File: src/rtl/jtsbaskt_sndcmd.sv
// Sound command transmitter: queues main CPU writes, loads the sound latch one byte
// at a time and raises the sound IRQ. Optional macro JTSBASKT_SNDCMD_TIMEOUT_EN adds a WAIT_RD timeout.
module jtsbaskt_sndcmd #(
  parameter int AW   = 2,
  parameter int IRQW = 4,
  parameter int TOUT = 1023
) (
  input  logic       clk,
  input  logic       rst_n,
  input  logic       snd_cen,
  input  logic       cmd_we,
  input  logic [7:0] cmd_din,
  input  logic       latch_rd,
  output logic [7:0] snd_dout,
  output logic       m2s_data,
  output logic       m2s_on,
  output logic       fifo_full,
  output logic       busy,
  output logic       drop
);

  typedef enum logic [1:0] {IDLE, LOAD, IRQ, WAIT_RD} state_t;

  state_t        state, state_nxt;
  logic [7:0]    mem [2**AW];
  logic [AW:0]   wr_ptr, rd_ptr;
  logic          empty, push, pop;
  logic          latch_rd_l, rd_edge, rd_seen;
  logic [3:0]    irq_cnt;

  assign empty     = (wr_ptr == rd_ptr);
  assign fifo_full = (wr_ptr[AW] != rd_ptr[AW]) && (wr_ptr[AW-1:0] == rd_ptr[AW-1:0]);
  assign push      = cmd_we & ~fifo_full;
  assign pop       = (state == LOAD);
  assign rd_edge   = latch_rd & ~latch_rd_l;
  assign m2s_data  = (state == LOAD);
  assign busy      = ~empty | (state != IDLE);

  // NOTE: storage has no reset; emptiness comes from the pointers, so clearing it buys nothing.
  always_ff @(posedge clk) begin
    if (push) mem[wr_ptr[AW-1:0]] <= cmd_din;
  end

  always_ff @(posedge clk or negedge rst_n) begin
    if (!rst_n) begin
      wr_ptr <= '0;
      rd_ptr <= '0;
      drop   <= 1'b0;
    end else begin
      // NOTE: non-blocking assignments for all state so every register samples pre-edge values.
      if (push) wr_ptr <= wr_ptr + 1'b1;
      if (pop)  rd_ptr <= rd_ptr + 1'b1;
      drop <= cmd_we & fifo_full;
    end
  end

`ifdef JTSBASKT_SNDCMD_TIMEOUT_EN
  localparam int TW = $clog2(TOUT + 1);
  logic [TW-1:0] to_cnt;
  logic          to_hit;

  assign to_hit = snd_cen && (to_cnt == TW'(TOUT - 1));

  // Runs only while waiting for the read, so it restarts on every WAIT_RD entry
  always_ff @(posedge clk or negedge rst_n) begin
    if (!rst_n)                  to_cnt <= '0;
    else if (state != WAIT_RD)   to_cnt <= '0;
    else if (snd_cen)            to_cnt <= to_cnt + 1'b1;
  end
`endif

  always_comb begin
    // NOTE: default first so no path through the case leaves state_nxt unassigned (no latch).
    state_nxt = state;
    case (state)
      IDLE:    if (!empty) state_nxt = LOAD;
      LOAD:    state_nxt = IRQ;
      IRQ:     if (snd_cen && irq_cnt == 4'(IRQW - 1)) state_nxt = WAIT_RD;
      WAIT_RD: begin
        if (rd_edge || rd_seen) state_nxt = IDLE;
`ifdef JTSBASKT_SNDCMD_TIMEOUT_EN
        else if (to_hit)        state_nxt = IDLE;
`endif
      end
      default: state_nxt = IDLE;
    endcase
  end

  always_ff @(posedge clk or negedge rst_n) begin
    if (!rst_n) begin
      state      <= IDLE;
      snd_dout   <= 8'h00;
      m2s_on     <= 1'b0;
      irq_cnt    <= 4'd0;
      latch_rd_l <= 1'b0;
      rd_seen    <= 1'b0;
    end else begin
      state      <= state_nxt;
      latch_rd_l <= latch_rd;
      m2s_on     <= (state_nxt == IRQ);
      // Latch is valid during the LOAD cycle so the m2s_data strobe sees the new byte
      if (state == IDLE && !empty) snd_dout <= mem[rd_ptr[AW-1:0]];
      if (state == IRQ) begin
        if (snd_cen) irq_cnt <= irq_cnt + 1'b1;
      end else begin
        irq_cnt <= 4'd0;
      end
      // A read that arrives while the IRQ is still high is remembered for WAIT_RD
      case (state)
        IRQ:     rd_seen <= rd_seen | rd_edge;
        WAIT_RD: rd_seen <= rd_seen;
        default: rd_seen <= 1'b0;
      endcase
    end
  end

endmodule
File: config.mk
export PLATFORM = sky130hd
export DESIGN_NAME = jtsbaskt_sndcmd
export DESIGN_NICKNAME = d
export VERILOG_FILES = /design/src/rtl/jtsbaskt_sndcmd.sv
export SDC_FILE = /design/constraint.sdc
export NUM_CORES = 1
export LEC_CHECK = 0
export ABC_AREA = 1
export CAP_MARGIN = 0
export CORE_ASPECT_RATIO = 1.1
export CORE_MARGIN = 5
export CORE_UTILIZATION = 49
export CTS_BUF_LIST = sky130_fd_sc_hd__clkbuf_8
export DETAILED_ROUTE_END_ITERATION = 16
export PLACE_DENSITY_LB_ADDON = 0.08
export SKIP_CTS_REPAIR_TIMING = 1
export SLEW_MARGIN = 0
export SYNTH_ARGS = -nofsm -noshare
export SYNTH_HDL_FRONTEND = slang
export SYNTH_SLANG_ARGS = --single-unit
export TNS_END_PERCENT = 20
File: constraint.sdc
create_clock -name clk -period 2.3 [get_ports clk]
set_input_delay 0.345 -clock clk [delete_from_list [all_inputs] [get_ports clk]]
set_output_delay 0.345 -clock clk [all_outputs]
set_load 0.05 [all_outputs]
* Word-level counts from Yosys, hierarchy flattened
Memory sizes are Yosys's and may differ from the RTL's. A register that Yosys moved wholly into a read port is not among the register bits.
Cells that the tools add are included.
** Word-level totals
- Logic and storage cells :: 46
- RAM bits :: 32
- Memories :: 1
- Bits in registers :: 16
- Input port bits :: 13
- Bits in latches :: 0
- ROM bits :: 0
** Memory list
- mem :: words 4, bits a word 8, read ports 1, clocked after Yosys merged registers in 1, write ports 1, RTL line 25 : logic [7:0] mem [2**AW];
** Cells by class
- Bitwise logic cells :: 8
- Eq/ne operators :: 9
- Divide/modulo/power cells :: 0
- Add/sub/neg operators :: 3
- Reduce and logical (&&, ||, !) cells :: 8
- $mul :: 0
- Mux-type cells :: 9
- Shift operators :: 0
- Magnitude comparators :: 0
** Operators with widths (number)
- 2-to-1 mux 4 bit :: 2
- case mux 2 bit (4 select lines) :: 1
- adder 3 x 1 -> 3 bit, second input constant :: 2
- equality test 2 bit, second input constant :: 3
- 2-to-1 mux 2 bit :: 3
- adder 4 x 1 -> 4 bit, second input constant :: 1
- equality test 4 x 2 -> 1 bit, second input constant :: 1
- bitwise AND 1 bit :: 3
- equality test 3 bit :: 1
- logical AND 1 bit :: 3
- NOT 1 bit :: 3
- equality test 2 x 1 -> 1 bit, second input constant :: 1
- equality test 2 bit :: 1
- zero test 1 bit :: 2
- zero test 2 bit :: 1
- 2-to-1 mux 1 bit :: 2
- != test 2 bit, second input constant :: 1
- OR 1 bit :: 2
- case mux 1 bit (2 select lines) :: 1
- nonzero test 2 bit :: 1
- logical OR 1 bit :: 1
- != test 1 bit :: 1

* Depth between registers and ports, before layout
- Word-level depth :: 6
- Gate-level depth with buffers :: 8
- Depth with buffers taken out :: 7

* Worst setup path before layout
No wires, ideal clock.
- Path kind :: reg2out
- From :: reg state[1]
- To :: out busy
- Stages on the path, launching flop included :: 4
- Path buffers :: 1
- Path slack :: 636 ps
- Arrival time :: 1319 ps
- Cells stage by stage :: dfrtp_1 > nor2_1 > buf_2 > nand4_1
** On the way
- Word-level cells in the longest chain between the ends :: 2
** Ends and longest elaborated chain
- start, declared :: RTL line 24 : state_t state, state_nxt;
- start signal, assigned :: RTL line 98 : state <= state_nxt;
- nonzero test 2 bit :: RTL line 37 : assign busy = ~empty | (state != IDLE);
- OR 1 bit :: RTL line 37
- end, declared :: RTL line 18 : output logic busy,
No other way between the ends.

* Final worst setup path
- From :: reg state[0]
- To :: out m2s_data
** On the way
- Word-level cells in the longest chain between the ends :: 1
** Ends and longest elaborated chain
- equality test 2 x 1 -> 1 bit :: RTL line 36 : assign m2s_data = (state == LOAD);
- end, declared :: RTL line 15 : output logic m2s_data,
No other way between the ends.

==> metrics.txt <==
post-synthesis sequential area ratio=60.8%; maximum VDD drop=587 uV; RSZ-0062 raised after global routing=no; initial antenna violation count=0; Fin Setup TNS=0 ns; ant diodes=0; largest net degree at the start of global routing=25; Net count, final=317; Worst setup SP type=flip-flop; Post-Synthesis Cells=263; count leader, synth=nand2_1; Arrival @ worst endpoint=1.83 ns; reg-to-reg startpoint=rd_ptr[1]$_DFFE_PN0N_; minimum clock period after layout=2.17 ns; Pleak=0.00145 uW; Synth Flop Type=edfxtp_1; WS Path Type=flip-flop to output port; status=finished clean; R2R setup slack=0.63 ns; TritonCTS Buffers=5; Tot Pwr=4050 uW; EDFF count, synth=32; FP Rows=27; via count=1669; Req. time, crit path=1.96 ns; HPWL Detailed=2990 um; WL final=4460 um; Top Ports=26; first-pass GRT wire length=7650 um; combinational power share=48.4%; max_slew headroom=66.3%; ys async rst share=42.9%; Max stage delay on crit path=0.85 ns; Commonest cells post-synth=nand2_1 (81), inv_1 (51), edfxtp_1 (32), nand3_1 (31), dfrtp_1 (24); Int Power=2290 uW; Clk pwr share=13.3%; CP Max Fanout=6; synthesized flop and latch total=56; switching share of power=43.5%; Post-Syn Area per Cell=9.76 um2; synth top area cells=edfxtp_1 (37%), dfrtp_1 (23%), nand2_1 (12%), inv_1 (7.5%), nand3_1 (6.0%); Core ar.=0.00503 mm2; clock latency on the worst-skew pair=0.30 ns; post-synth cell types=21; DR vias/cell=4.68; vias in the first global route=1594; sequential cell fraction of total power=38.3%; P per Cell Area=1350 mW/mm2; final worst-path cycle share=94.3%; Synth top area share=37.4%; max-cap violations=0; final hold slack=0.395 ns; mapped cell area=0.00257 mm2; Final setup viols=0; DRT Pass-1 Iters=4; Min-Delay Path Class=input pin to asynchronous set/reset pin; final core occ=59.8%; crit path cell chain=inv_1 > nor2_2 > clkdlybuf4s50_1; sw power=1760 uW; synthesis warning total=0; die area=0.00679 mm2; total grt overflow=0; CP max-delay cell=clkdlybuf4s50_1; Clock Skews=0.00916 ns; CTS max path bufs=2; die width=79.0 um; Fin. Hold Viols=0; wire per inst=12.5 um; Clock Pin Slew Worst Setup and Hold Paths=0.09 ns; Net Count, Synth=282; top cell type by total area after synthesis=edfxtp_1; Setup crit end kind=output port; clock sink count=56; I/O Buffers=25; fillers=438; clock root buffer=clkbuf_8; initial DRC count=69; max-slew violation count=0; Max Freq=0.461 GHz; starting density of the core=51.0%; Slew @ Worst Pin=0.503 ns; worst r2r path cells=7; RePlAce Congestion=0.749; Die Ht=85.9 um; CTS tree=yes; gr usage total=14.6%; Area growth syn-to-layout=17.2%; drt drc=0; # H-tree levels=2; share of cells above drive strength 1=8.70%; worst reg2reg path endpoint=mem[1][5]$_DFFE_PP_; remaining antenna violation count=0
[layer usage]
| metal | up-vias | wire, um | GRT usage (%) |
|---|---|---|---|
| met3 | 6 | 171 | 3.78 |
| met2 | 24 | 2230 | 25.6 |
| li1 | 889 | - | - |
| met1 | 750 | 1990 | 17.8 |
| met4 | 0 | 60 | 4.22 |
| met5 | - | 0 | 0 |
[worst max-delay path by stage]
stage	from	to	slack (ns)	depth (start not counted)
3_3_place_gp	state[0]$_DFF_PN0_	m2s_data	0.49	3
3_5_place_dp	state[0]$_DFF_PN0_	m2s_data	0.46	3
4_1_cts	state[0]$_DFF_PN0_	m2s_data	0.11	3
5_1_grt	state[0]$_DFF_PN0_	m2s_data	0.05	3
2_1_floorplan	state[1]$_DFF_PN0_	busy	0.64	3
6_report	state[0]$_DFF_PN0_	m2s_data	0.13	3
[state kept, by name, indices dropped and copies added (netlist names)]
signal,cells
drop,1
mem,32
state,2
rd_ptr,3
latch_rd_l,1
snd_dout,8
m2s_on,1
irq_cnt,4
wr_ptr,3
rd_seen,1
[layout make-up]
type | instances | area (um2) | area share, %
tap | 58 | 72.6 | 2.41
timing repair buffer | 33 | 318 | 10.6
multi-input combinational | 149 | 759 | 25.2
clock buffer | 6 | 82.6 | 2.75
sequential | 56 | 1560 | 51.9
inverter | 53 | 206 | 6.86
clock inverter | 2 | 7.51 | 0.250
[worst max-delay path: cells and delay by family (launching register included)]
kind | cells | cell delay (ns)
buf+inv | 2 | 0.91
flops | 1 | 0.41
simple gates | 1 | 0.20
[kinds of logic (layout without fill, tap and decap cells)]
logic type / after synthesis / after routing / share of synthesized area, %
AO/OA/AOI/OAI: 7 / 7 / 1.36
flip-flops: 56 / 56 / 60.8
XOR/XNOR: 4 / 4 / 2.10
adder cells (fa/ha/maj): 6 / 6 / 2.92
buffers and inverters: 58 / 94 / 9.60
AND/OR/NAND/NOR: 132 / 132 / 23.2
[stage by stage]
stage	std cells	worst slack [ns]	instance area, um2
2_1_floorplan	263	0.636	2570
3_3_place_gp	349	0.486	2920
3_5_place_dp	349	0.457	2920
4_1_cts	357	0.107	3010
5_1_grt	357	0.0512	3010
6_report	357	0.130	3010
[cell usage in the layout, fill, tap and decap left out]
cell and count:
a21oi_1 2, buf_12 1, inv_8 1, clkbuf_8 6, inv_1 52, clkinv_1 1, clkdlybuf4s50_1 23, buf_4 9
nand2_4 3, o21ai_0 5, xor2_1 3, nor3_1 1, dfrtp_1 24, xnor2_4 1, ha_1 6, nand3_1 31
nand2_1 81, inv_2 1, edfxtp_1 32, nand4_1 2, nor2_1 10, nor2_2 2, nand3_4 2
[power groups by stage]
stage,Combinational (uW),Clock (uW),Sequential [uW]
2_1_floorplan,1190,0,1800
3_3_place_gp,1970,0,1570
3_5_place_dp,1980,0,1580
4_1_cts,1990,560,1550
5_1_grt,2190,598,1590
6_report,1960,537,1550
Note: power is estimated with default switching activity, not from simulation.
